**src/rtl/jailbreak_hs_ctrl_pkg.sv**
```systemverilog
// Shared types for the Jailbreak high-score access sequencer.
// Holds the FSM state enum, the latched request struct and the counter sizing helper.
package jailbreak_hs_ctrl_pkg;

    localparam int HS_ADDR_W = 12;
    localparam int HS_DATA_W = 8;

    typedef enum logic [2:0] {
        ST_IDLE,
        ST_SETTLE,
        ST_ACCESS,
        ST_RDWAIT,
        ST_RESP,
        ST_HOLD
    } hs_state_e;

    typedef struct packed {
        logic                 write;
        logic [HS_ADDR_W-1:0] addr;
        logic [HS_DATA_W-1:0] wdata;
    } hs_req_t;

    // The counter only ever holds (max - 1), so $clog2(max) bits suffice.
    function automatic int cnt_width(input int a, input int b, input int c);
        int m;
        m = a;
        if (b > m) m = b;
        if (c > m) m = c;
        return (m <= 2) ? 1 : $clog2(m);
    endfunction

endpackage

```
**src/rtl/jailbreak_hs_ctrl.sv**
```systemverilog
// Halts the Jailbreak CPU, lets the halt settle, then performs one hs_* byte access
// per request; the halt is kept across bursts until HOLD_CYCLES idle cycles pass.
//
//  state  | meaning
//  IDLE   | CPU running, waiting for a request
//  SETTLE | halt asserted, waiting for the core to pause
//  ACCESS | one cycle driving hs_* (write strobe here)
//  RDWAIT | address held until hs_data_out is valid
//  RESP   | one-cycle response pulse
//  HOLD   | halt kept, next request skips the settle
module jailbreak_hs_ctrl
    import jailbreak_hs_ctrl_pkg::*;
#(
    parameter int ADDR_WIDTH    = HS_ADDR_W,
    parameter int DATA_WIDTH    = HS_DATA_W,
    parameter int HS_SIZE       = 4096,
    parameter int SETTLE_CYCLES = 64,
    parameter int READ_LATENCY  = 2,
    parameter int HOLD_CYCLES   = 1024
) (
    input  logic                  clk,
    input  logic                  reset,
    input  logic                  req_valid,
    output logic                  req_ready,
    input  logic                  req_write,
    input  logic [ADDR_WIDTH-1:0] req_addr,
    input  logic [DATA_WIDTH-1:0] req_wdata,
    output logic                  rsp_valid,
    output logic                  rsp_error,
    output logic [DATA_WIDTH-1:0] rsp_rdata,
    output logic                  processor_halt,
    output logic                  hs_access_write,
    output logic [ADDR_WIDTH-1:0] hs_address,
    output logic [DATA_WIDTH-1:0] hs_data_in,
    output logic                  hs_write_enable,
    input  logic [DATA_WIDTH-1:0] hs_data_out
);

    localparam int CW = cnt_width(SETTLE_CYCLES, READ_LATENCY, HOLD_CYCLES);
    localparam logic [CW-1:0] SETTLE_LOAD = (SETTLE_CYCLES > 0) ? CW'(SETTLE_CYCLES - 1) : '0;
    localparam logic [CW-1:0] RDLAT_LOAD  = (READ_LATENCY > 0)  ? CW'(READ_LATENCY - 1)  : '0;
    localparam logic [CW-1:0] HOLD_LOAD   = (HOLD_CYCLES > 0)   ? CW'(HOLD_CYCLES - 1)   : '0;
    localparam bit            NO_REJECT   = (HS_SIZE >= (1 << ADDR_WIDTH));

    hs_state_e             state_q, state_n;
    logic [CW-1:0]         cnt_q, cnt_n;
    hs_req_t               req_q, req_n;
    logic [DATA_WIDTH-1:0] rdata_q, rdata_n;
    logic                  handshake;
    logic                  in_range;
    logic                  access;

    assign in_range  = NO_REJECT ||
                       ({{(32-HS_ADDR_W){1'b0}}, req_q.addr} < 32'(HS_SIZE));
    assign req_ready = !reset && ((state_q == ST_IDLE) || (state_q == ST_HOLD));
    assign handshake = req_valid && req_ready;

    always_ff @(posedge clk) begin
        if (reset) begin
            state_q <= ST_IDLE;
            cnt_q   <= '0;
            req_q   <= '0;
            rdata_q <= '0;
        end else begin
            state_q <= state_n;
            cnt_q   <= cnt_n;
            req_q   <= req_n;
            rdata_q <= rdata_n;
        end
    end

    always_comb begin
        state_n = state_q;
        cnt_n   = cnt_q;
        req_n   = req_q;
        rdata_n = rdata_q;

        case (state_q)
            ST_IDLE: begin
                if (handshake) begin
                    state_n = ST_SETTLE;
                    cnt_n   = SETTLE_LOAD;
                end
            end
            ST_SETTLE: begin
                if (cnt_q == '0) state_n = ST_ACCESS;
                else             cnt_n   = cnt_q - CW'(1);
            end
            ST_ACCESS: begin
                if (!in_range || req_q.write) begin
                    state_n = ST_RESP;
                end else begin
                    state_n = ST_RDWAIT;
                    cnt_n   = RDLAT_LOAD;
                end
            end
            ST_RDWAIT: begin
                if (cnt_q == '0) begin
                    state_n = ST_RESP;
                    rdata_n = hs_data_out;
                end else begin
                    cnt_n = cnt_q - CW'(1);
                end
            end
            ST_RESP: begin
                state_n = ST_HOLD;
                cnt_n   = HOLD_LOAD;
            end
            ST_HOLD: begin
                if (handshake)             state_n = ST_ACCESS;
                else if (cnt_q == '0)      state_n = ST_IDLE;
                else                       cnt_n   = cnt_q - CW'(1);
            end
            default: state_n = ST_IDLE;
        endcase

        // Clearing rdata here keeps write/error responses at zero.
        if (handshake) begin
            req_n   = '{write: req_write,
                        addr:  HS_ADDR_W'(req_addr),
                        wdata: HS_DATA_W'(req_wdata)};
            rdata_n = '0;
        end
    end

    assign access          = ((state_q == ST_ACCESS) && in_range) || (state_q == ST_RDWAIT);
    assign processor_halt  = (state_q != ST_IDLE);
    assign hs_access_write = access;
    assign hs_address      = access ? ADDR_WIDTH'(req_q.addr) : '0;
    assign hs_write_enable = (state_q == ST_ACCESS) && in_range && req_q.write;
    assign hs_data_in      = hs_write_enable ? DATA_WIDTH'(req_q.wdata) : '0;
    assign rsp_valid       = (state_q == ST_RESP);
    assign rsp_error       = rsp_valid && !in_range;
    assign rsp_rdata       = rsp_valid ? rdata_q : '0;

endmodule

```
**config.mk**
```make
export PLATFORM = sky130hd
export DESIGN_NAME = jailbreak_hs_ctrl
export DESIGN_NICKNAME = d
export VERILOG_FILES = /design/src/rtl/jailbreak_hs_ctrl_pkg.sv /design/src/rtl/jailbreak_hs_ctrl.sv
export SDC_FILE = /design/constraint.sdc
export NUM_CORES = 1
export LEC_CHECK = 0
export BUFFER_PORTS_ARGS = -buffer_cell sky130_fd_sc_hd__buf_2
export CELL_PAD_IN_SITES_DETAIL_PLACEMENT = 0
export CELL_PAD_IN_SITES_GLOBAL_PLACEMENT = 1
export CORE_MARGIN = 3
export CORE_UTILIZATION = 40
export CTS_CLUSTER_DIAMETER = 40
export DETAILED_ROUTE_END_ITERATION = 10
export PLACE_DENSITY_LB_ADDON = 0.3
export SYNTH_ARGS = -nofsm -noshare
export SYNTH_HDL_FRONTEND = slang
export SYNTH_SLANG_ARGS = --single-unit
```
**constraint.sdc**
```tcl
create_clock -name clk -period 4.5 [get_ports clk]
set_input_delay 0 -clock clk [delete_from_list [all_inputs] [get_ports clk]]
set_output_delay 0 -clock clk [all_outputs]
set_load 0.1 [all_outputs]
```
==> impl_metrics.json <==
{
  "outcome": "finished clean",
  "vdd_drop_max_uv": 241,
  "syn_area_sq_mm": 0.00220,
  "fillers": 518,
  "cts.path.max_buffers": 2,
  "route.detailed.drc": 0,
  "fp.dieH_um": 80.2,
  "fin_setup_tns_ps": 0,
  "drive_gt1_share_pct": 22.8,
  "synth_cell_types": 52,
  "synth_area_leader_cell": "dfxtp_1",
  "finish.utilization_pct": 55.9,
  "gp_congestion": 0.761,
  "coreArea_sq_mm": 0.00520,
  "io_buffer_count": 64,
  "synth.area.top_cells": "dfxtp_1 38%, and2_1 6.3%, nand3_1 5.5%, inv_1 4.6%, mux2i_1 4.1%",
  "track_usage_pct": 18.5,
  "vias": 2139,
  "num-nets-final": 384,
  "clk_pin_slew_worst_paths_ps": 80,
  "cts_buffers": 5,
  "crit_fanout": 21,
  "cap_viol_max_count": 0,
  "start_kind": "register",
  "final_cells": 421,
  "yosys.area.top_type_share_pct": 38.2,
  "leakagePower_nw": 1.44,
  "routed_wl_um": 5570,
  "vias_per_cell": 5.08,
  "clock-root-buffer": "clkbuf_8",
  "die-area_sq_mm": 0.00642,
  "ys.flop_type": "dfxtp_1",
  "drtIter0Drc": 122,
  "clock_latency_ps": 290,
  "critPathRequiredTime_ps": 4680,
  "power_density_mw_per_mm2": 539,
  "ant_nets": 0,
  "clock.fmax_mhz": 393,
  "die_w_um": 80.2,
  "dp_hpwl_um": 3550,
  "cts_sinks": 42,
  "post_cts_resized": 0,
  "antenna_found_initial": 0,
  "grt_setup_unrepaired": "false",
  "io_pins": 66,
  "start_util_pct": 42.3,
  "grt_pass1_wl_um": 9500,
  "async_flop_share_pct": 0,
  "period_share_pct": 56.5,
  "dpl_cell_area_sq_mm": 0.00251,
  "grt_pass1_vias": 2100,
  "grt-ovfl-total": 0,
  "htree_levels": 2,
  "slew_viol_final": 0,
  "placement_rows": 26,
  "endpoint_kind": "register",
  "synth-edff-count": 0,
  "cp.arrival_ps": 2720,
  "netlist_instances": 271,
  "n_antenna_cell": 0,
  "max_slew_margin_pct": 32.9,
  "hold_violations": 0,
  "skew_ps": 4.94,
  "syn-num-nets": 304,
  "min_path_type": "input port to register",
  "cts_tree": "built",
  "syn_to_final_growth_pct": 32.3,
  "worst-setup-path-type": "register to register",
  "ys_warn_count": 0,
  "final_area_sq_mm": 0.00291,
  "worstMarginPinSlew_ps": 1000,
  "period_minus_slack_ps": 2540,
  "grt_max_degree": 48,
  "wire_per_inst_um": 13.2,
  "placedCellCount": 385,
  "total_power_mw": 1.57,
  "setup_viol": 0,
  "yosys_register_bits": 42,
  "dr.pass1.iters": 4,
  "synth_area_per_cell_sq_um": 8.12,
  "yosysSeqAreaShare_pct": 38.2
}
==> flip-flops by register name, summed over array words and instances (netlist names) <==
signal / count
rdata_q: 8
state_q: 3
req_q: 21
cnt_q: 10
==> stage by stage <==
stage | hold WS (ps) | setup slack (ps)
2_1_floorplan | 138 | 1670
6_report | 62.5 | 1960
3_5_place_dp | 241 | 2000
3_3_place_gp | 232 | 2080
4_1_cts | 45.7 | 2000
5_1_grt | 74.7 | 1780
==> power by group <==
group          switching [mW]  internal (mW)  total, mW
combinational           0.494          0.236      0.730
sequential             0.0801          0.451      0.532
clock                   0.130          0.178      0.307
total                   0.704          0.865       1.57
==> worst paths after layout <==
check | cells past startpoint | slack (ps) | startpoint | end
worst max-delay path | 4 | 1960 | state_q[0]$_SDFFE_PP0P_ | cnt_q[1]$_SDFFE_PP0P_
worst max register to register | 4 | 1960 | state_q[0]$_SDFFE_PP0P_ | cnt_q[1]$_SDFFE_PP0P_
worst min-delay path | 2 | 60 | reset | state_q[0]$_SDFFE_PP0P_
worst min register to register | 2 | 460 | req_q[6]$_SDFFE_PP0P_ | req_q[6]$_SDFFE_PP0P_
==> layout by cell type, fill, tap and decap left out, types with 11 or more instances in the layout <==
master         netlist  final
nor2_1              14     14
and2_1              22     22
inv_1               27     27
dlygate4sd3_1        0     29
o21ai_0             11     11
dfxtp_1             42     42
buf_2                8     64
nand2_1             11     11
o21ai_1             11     11
nand3_1             24     24
==> synthesized netlist by cell type (3+ instances only) <==
| master | n |
|---|---|
| nor3_1 | 4 |
| o31ai_1 | 6 |
| o21ai_0 | 11 |
| buf_6 | 3 |
| and3_1 | 8 |
| buf_2 | 8 |
| a31oi_1 | 7 |
| nand2_1 | 11 |
| mux2i_1 | 9 |
| and2_1 | 22 |
| nor2_1 | 14 |
| o311ai_0 | 3 |
| a21oi_1 | 5 |
| nor2b_1 | 3 |
| o31a_1 | 3 |
| o32ai_1 | 3 |
| o21ai_1 | 11 |
| clkbuf_1 | 9 |
| nand3_1 | 24 |
| dfxtp_1 | 42 |
| inv_1 | 27 |
==> cell families (layout without fill, tap and decap cells) <==
family	count (synthesis)	count (layout)	share of synthesized area (%)
DFF	42	42	38.2
AOI/OAI and AO/OA	62	62	18.9
xor gates and xnor gates	1	1	0.398
other	1	1	0.170
buffers and inverters	51	131	10.5
and+or+nand+nor	104	104	27.1
adders and majority gates	1	1	0.569
muxes	9	9	4.10
==> cell type report <==
class / count / area (sq um) / area share, %
Multi-Input combinational cell: 178 / 1130 / 38.7
Sequential cell: 42 / 841 / 28.9
Timing Repair Buffer: 97 / 641 / 22.0
Inverter: 27 / 101 / 3.48
Tap cell: 70 / 87.6 / 3.01
Clock buffer: 6 / 82.6 / 2.84
Clock inverter: 1 / 30.0 / 1.03
==> worst max-delay path: stages (launching register included) <==
cell and delay (ps):
dfxtp_1 740, nor2b_1 300, o21a_1 400, or3_1 580, o311a_1 410
==> metal layers <==
metal	global-route usage, %	routed length (um)
met5	0	0
met4	7.26	115
met3	4.93	223
met2	30.6	2680
met1	22.6	2550
==> what timing repair did <==
item | CTS | global route
hold endpoints to repair | 29 | 0
buffers inserted | 0 | 0
hold buffers | 29 | 0
Power figures use the tool's default switching activity.
